$ cat src/rtl/dmem_arbiter.sv
// dmem_arbiter: two-port arbiter and sequencer in front of the single-port data RAM.
// Build option DMEM_ARBITER_RR_EN selects round-robin; the default build uses fixed priority with port 0 first.
module dmem_arbiter #(
  parameter int DWIDTH = 32,
  parameter int AWIDTH = 32,
  parameter int DEPTH  = 32,
  parameter int IDXW   = $clog2(DEPTH)
) (
  input  logic              clk,
  input  logic              rst,
  input  logic              req0,
  input  logic              we0,
  input  logic [AWIDTH-1:0] addr0,
  input  logic [DWIDTH-1:0] wdata0,
  output logic              gnt0,
  output logic              rvalid0,
  output logic [DWIDTH-1:0] rdata0,
  input  logic              req1,
  input  logic              we1,
  input  logic [AWIDTH-1:0] addr1,
  input  logic [DWIDTH-1:0] wdata1,
  output logic              gnt1,
  output logic              rvalid1,
  output logic [DWIDTH-1:0] rdata1,
  output logic              err,
  output logic              ram_en_fetch,
  output logic              ram_en_store,
  output logic [IDXW-1:0]   ram_addr,
  output logic [DWIDTH-1:0] ram_wdata,
  input  logic [DWIDTH-1:0] ram_rdata
);

  localparam logic [1:0] IDLE    = 2'd0;
  localparam logic [1:0] RD_WAIT = 2'd1;
  localparam logic [1:0] RD_RESP = 2'd2;

  localparam logic [63:0] LIMIT = 64'(DEPTH) * 64'd4;

  logic [1:0]        state;
  logic              rd_port;
  logic              rd_oor;
  logic              win;
  logic              take;
  logic              grant;
  logic              sel_we;
  logic              sel_oor;
  logic [AWIDTH-1:0] sel_addr;
  logic [DWIDTH-1:0] sel_wdata;

`ifdef DMEM_ARBITER_RR_EN
  logic last_grant;

  always_comb begin
    if (req0 && req1) win = ~last_grant;
    else              win = ~req0;
  end

  always_ff @(posedge clk or posedge rst) begin
    if (rst)       last_grant <= 1'b1;
    else if (take) last_grant <= win;
  end
`else
  always_comb win = ~req0;
`endif

  // take drives the flops; grant adds the reset gate so outputs hold reset values while rst is high
  always_comb begin
    take      = (state == IDLE) && (req0 || req1);
    grant     = take && !rst;
    sel_we    = win ? we1    : we0;
    sel_addr  = win ? addr1  : addr0;
    sel_wdata = win ? wdata1 : wdata0;
    sel_oor   = (64'(sel_addr) >= LIMIT) || (sel_addr[1:0] != 2'b00);

    gnt0         = grant && !win;
    gnt1         = grant && win;
    err          = grant && sel_oor;
    ram_en_store = grant && sel_we && !sel_oor;
    ram_en_fetch = grant && !sel_we && !sel_oor;
    ram_addr     = grant ? sel_addr[IDXW+1:2] : '0;
    ram_wdata    = grant ? sel_wdata : '0;

    rvalid0 = (state == RD_RESP) && !rd_port;
    rvalid1 = (state == RD_RESP) && rd_port;
  end

  always_ff @(posedge clk or posedge rst) begin
    if (rst) begin
      state   <= IDLE;
      rd_port <= 1'b0;
      rd_oor  <= 1'b0;
      rdata0  <= '0;
      rdata1  <= '0;
    end else begin
      case (state)
        IDLE: begin
          if (take && !sel_we) begin
            state   <= RD_WAIT;
            rd_port <= win;
            rd_oor  <= sel_oor;
          end
        end
        RD_WAIT: begin
          // an out-of-range read never fetched, so it returns zero instead of stale RAM output
          if (rd_port) rdata1 <= rd_oor ? '0 : ram_rdata;
          else         rdata0 <= rd_oor ? '0 : ram_rdata;
          state <= RD_RESP;
        end
        RD_RESP: state <= IDLE;
        default: state <= IDLE;
      endcase
    end
  end

endmodule

$ cat config.mk
export PLATFORM = sky130hd
export DESIGN_NAME = dmem_arbiter
export DESIGN_NICKNAME = d
export VERILOG_FILES = /design/src/rtl/dmem_arbiter.sv
export SDC_FILE = /design/constraint.sdc
export NUM_CORES = 1
export LEC_CHECK = 0
export CAP_MARGIN = 20
export CELL_PAD_IN_SITES_DETAIL_PLACEMENT = 1
export CELL_PAD_IN_SITES_GLOBAL_PLACEMENT = 1
export CORE_MARGIN = 2
export CORE_UTILIZATION = 24
export CTS_CLUSTER_SIZE = 25
export DETAILED_ROUTE_END_ITERATION = 10
export PLACE_DENSITY_LB_ADDON = 0.1
export SYNTH_ARGS = -nofsm -noshare
export SYNTH_HDL_FRONTEND = slang
export SYNTH_SLANG_ARGS = --single-unit
$ cat constraint.sdc
create_clock -name clk -period 5.45 [get_ports clk]
set_input_delay 1.3625 -clock clk [delete_from_list [all_inputs] [get_ports clk]]
set_output_delay 1.3625 -clock clk [all_outputs]
set_load 0.005 [all_outputs]
# Word level (Yosys, flattened, before mapping)
# Index checks and enable logic that the tools add are counted.
# Widths: inputs -> output; s select.
[classes]
magnitude_cmp = 1
n_eq_ne = 3
mux = 8
bitwise_logic = 2
n_reduce_logical = 23
[ops]
columns = ["operator", "count"]
rows = [
  ["$mux 32", 4],
  ["$ge 32x8->1 const B", 1],
  ["$logic_and 1x1->1", 12],
  ["$reduce_and 2->1", 3],
  ["$mux 5", 1],
  ["$logic_not 1->1", 4],
  ["$pmux 2 s2", 1],
  ["$eq 2x1->1 const B", 1],
  ["$eq 2x2->1 const B", 1],
  ["$logic_not 2->1", 1],
  ["$logic_or 1x1->1", 2],
  ["$mux 2", 1],
  ["$ne 2x1->1 const B", 1],
  ["$not 1->1", 2],
  ["$reduce_bool 2->1", 1],
  ["$mux 1", 1],
]
[totals]
reg_bits = 68
out_inout_bits = 108
elab_cells = 42

# Logic depth before layout (Yosys ltp)
[depth]
ltp_word = 5
depth_mapped = 6

# Least setup slack after synthesis
# OpenSTA, ideal clock, no wires.
[synth_path]
kind = "input port to output port"
from = "input port rst"
to = "output port ram_en_fetch"
arrival_time_ns = 3.142
required_ns = 4.088
setup_slack_ns = 0.946
stages = 2
n_path_buf = 0
cell_sequence = "inv_1 > and3_1"
[synth_between]
elab_chain_cells = 4
[synth_lines]
columns = ["item", "line_no", "rtl"]
rows = [
  ["start: declaration", "10", "input logic rst,"],
  ["$logic_not 1->1 (no line)", "n/a", ""],
  ["$logic_and 1x1->1", "69", "grant = take && !rst;"],
  ["$logic_and 1x1->1 (2 in series)", "79", "ram_en_fetch = grant && !sel_we && !sel_oor;"],
  ["end: declaration", "26", "output logic ram_en_fetch,"],
]
# No other way between the ends.

# Final worst setup path
[layout_path]
from = "input port addr0[26]"
to = "output port ram_en_store"
[layout_between]
elab_chain_cells = 5
[layout_lines]
columns = ["item", "line_no", "rtl"]
rows = [
  ["start: declaration", "13", "input logic [AWIDTH-1:0] addr0,"],
  ["$mux 32", "71", "sel_addr = win ? addr1 : addr0;"],
  ["$ge 32x8->1", "73", "sel_oor = (64'(sel_addr) >= LIMIT) || (sel_addr[1:0] != 2'b00);"],
  ["$logic_or 1x1->1", "73", ""],
  ["$logic_not 1->1", "78", "ram_en_store = grant && sel_we && !sel_oor;"],
  ["$logic_and 1x1->1", "78", ""],
  ["end: declaration", "27", "output logic ram_en_store,"],
]
# No other way between the ends.

==> impl_metrics.tcl <==
set metrics [dict create \
    run_status "complete, no violations" \
    layout_overhead_on_the_synthesized_area_pct 94.9 \
    power-per-cell-area_nw_per_um2 234 \
    clock-sinks 68 \
    cp.arrival_ns 3.54 \
    timing.critical_path.max_delay_family "buffers and inverters" \
    worst_setup_hold_path_clk_slew_ns 0.05 \
    overall_routed_net_length_um 14600 \
    port_buffers 273 \
    whs_ns 0.482 \
    area_occupied_by_multi_input_gates_um2 1570 \
    most_frequent_cp_cell "sky130_fd_sc_hd__clkdlybuf4s50_1" \
    post-route-util 0.477 \
    max_stage_delay_ns 0.55 \
    final-setup-viol-count 0 \
    clock_tree_from_tritoncts "built" \
    initial_cell_density_of_the_core 0.245 \
    synth-seq-cells 68 \
    cts.repair.resized 0 \
    synth_ff_type "sky130_fd_sc_hd__dfrtp_1" \
    grt_use_total 0.196 \
    finalHoldViolCount 0 \
    synth_seq_area_share 0.503 \
    setup_total_negative_slack_ns 0 \
    route.detailed.vias_per_inst 4.54 \
    worst_path_max_delay_cell "sky130_fd_sc_hd__clkdlybuf4s50_1" \
    layout.filler_cells 1591 \
    post-cts-setup-buffers 0 \
    antenna_left 0 \
    timing.critical_path.from_type "input port" \
    floorplan.io_pins 274 \
    final_min_period_over_clock_period 0.899 \
    firstDrtPassIters 4 \
    cts_buffer_depth 2 \
    min-delay-path-class "reg2reg" \
    grt_pass1_wl_um 22200 \
    htree_num_levels 3 \
    cp_endpoint_kind "output port" \
    power_leakage_nw 2.63 \
    area.sequential_um2 1700 \
    syn_nets 539 \
    total_power_mw 1.54 \
    clk_latency_ns 0.33 \
    overflow 0 \
    max_freq_mhz 204 \
    worst_slew_margin_rel 0.317 \
    drive_above_1_share 0.0468 \
    setup_ws_ns 0.550 \
    path_cells "clkdlybuf4s50_1 -> nor4_1 -> nand4_1 -> a222oi_1 -> buf_4 -> nor3b_2 -> clkdlybuf4s50_1" \
    post_synth_num_cell_types 27 \
    area_share_of_the_largest_cell_type_after_synthesis 0.503 \
    slew_violations 0 \
    dpl_worst_slack_ns 0.541 \
    synthesis.area_per_instance_um2 9.07 \
    finalCriticalPeriod_ns 4.90 \
    die_area_um2 15100 \
    die_w_um 123 \
    drt_first_iter_violations 141 \
    worst-slew-pin-transition_ns 1.02 \
    buf_inv_stages_crit_path 3 \
    tritoncts.num_buffers 9 \
    num_vias 3731 \
    place_hpwl_um 11600 \
    drt-wirelength-per-cell_um 17.7 \
    fin_skew_ns 0.00565 \
    largest_net_degree_at_the_start_of_global_routing 69 \
    synth_area_um2 3380 \
    core_um2 13800 \
    yosys_warnings 0 \
    irDropWorstVdd_v 0.000154 \
    globalplace.congestion 0.857 \
    ys_top_cells_by_area "sky130_fd_sc_hd__dfrtp_1 (50%), sky130_fd_sc_hd__mux2i_1 (11%), sky130_fd_sc_hd__o21ai_1 (9.6%)" \
    post-route-drc-count 0 \
    postSynth.asyncResetShare 1.00 \
    floorplan.die.height_um 123 \
    criticalPathCategory "in2out" \
    cts.root.buffer_cell "sky130_fd_sc_hd__clkbuf_16" \
    synth_enable_flop_cells 0 \
    synth_largest_area_cell "sky130_fd_sc_hd__dfrtp_1" \
    post_synth_inst_count 373 \
    critical_path_required_ns 4.09 \
    synth.cells.most_frequent "sky130_fd_sc_hd__dfrtp_1 (68), sky130_fd_sc_hd__nand2_1 (68), sky130_fd_sc_hd__o21ai_1 (65)" \
    grt_antenna_before_repair 1 \
    grt_pass1_vias 4117 \
    path_max_fanout 4 \
    cts_hold_repair.buffers 0 \
    max_cap_viol_count 0 \
    total_nets_final 803 \
    rsz0062_at_grt "no" \
    floorplan.rows 43 \
]
-- worst register-to-register path, cell delays in order (launching register included) --
cell and delay, ns:
sky130_fd_sc_hd__dfrtp_1 0.45, sky130_fd_sc_hd__nor2b_1 0.30, sky130_fd_sc_hd__nand2_2 0.37, sky130_fd_sc_hd__buf_4 0.39
sky130_fd_sc_hd__nand2_1 0.13, sky130_fd_sc_hd__o21ai_1 0.07
-- cell families (layout without fill, tap and decap cells) --
logic type             Yosys count  in the layout  share of synthesized area
and+or+nand+nor                171            171                      0.247
AOI/OAI and AO/OA               68             68                      0.103
DFF                             68             68                      0.503
muxes                           38             38                      0.112
buffers and inverters           28            296                     0.0347
other                            0              1                          0
-- state kept, by name (all words and copies together), names as in the netlist --
name	flops
rd_port	1
state	2
rd_oor	1
rdata1	32
rdata0	32
-- cells in the final DEF (no fill, tap or decap), types with 6 or more instances in the layout --
master                            instances
sky130_fd_sc_hd__nand2b_1                32
sky130_fd_sc_hd__nand2_1                 67
sky130_fd_sc_hd__mux2i_1                 38
sky130_fd_sc_hd__nor4_1                   8
sky130_fd_sc_hd__nor2_1                  44
sky130_fd_sc_hd__o21ai_1                 65
sky130_fd_sc_hd__clkdlybuf4s50_1        272
sky130_fd_sc_hd__clkbuf_16                9
sky130_fd_sc_hd__buf_4                    6
sky130_fd_sc_hd__dfrtp_1                 68
-- stage by stage --
| step | instance area, um2 | cells |
|---|---|---|
| after floorplan | 3380 | 373 |
| after global placement | 6280 | 806 |
| after detailed placement | 6280 | 806 |
| after CTS | 6590 | 821 |
| after global routing | 6600 | 822 |
| final | 6600 | 822 |
-- where the power goes --
group | internal (mW) | leakage (nW) | total, mW | switching, mW
Clock | 0.410 | 0.156 | 0.617 | 0.207
Sequential | 0.535 | 0.938 | 0.557 | 0.0220
Combinational | 0.225 | 1.54 | 0.369 | 0.144
-- path summary, 6_finish.rpt --
check	startpoint	depth (start not counted)	slack [ns]	to
setup / recovery	addr0[26]	7	0.55	ram_en_store
hold / removal	rdata0[0]	2	0.48	rdata0[0]
setup reg to reg	state[0]	5	3.61	rdata1[14]
hold reg to reg	rdata0[0]	2	0.48	rdata0[0]
max in group asynchronous	rst	3	3.20	rd_port
min in group asynchronous	rst	3	1.63	rdata1[1]
-- layer usage --
metal / GRT usage / up-vias / wire length, um
li1: - / 1793 / -
met5: 0 / - / 0
met1: 0.197 / 1770 / 5310
met4: 0.0704 / 0 / 293
met2: 0.356 / 149 / 7600
met3: 0.0846 / 19 / 1350
-- layout make-up --
cell class	count	area share
Timing Repair Buffer	279	0.420
Sequential cell	68	0.258
Clock inverter	4	0.0112
Tap cell	180	0.0341
Multi-Input combinational cell	277	0.238
Clock buffer	11	0.0368
Antenna cell	1	0.000379
Inverter	2	0.00114
(Power assumes the default switching activity.)
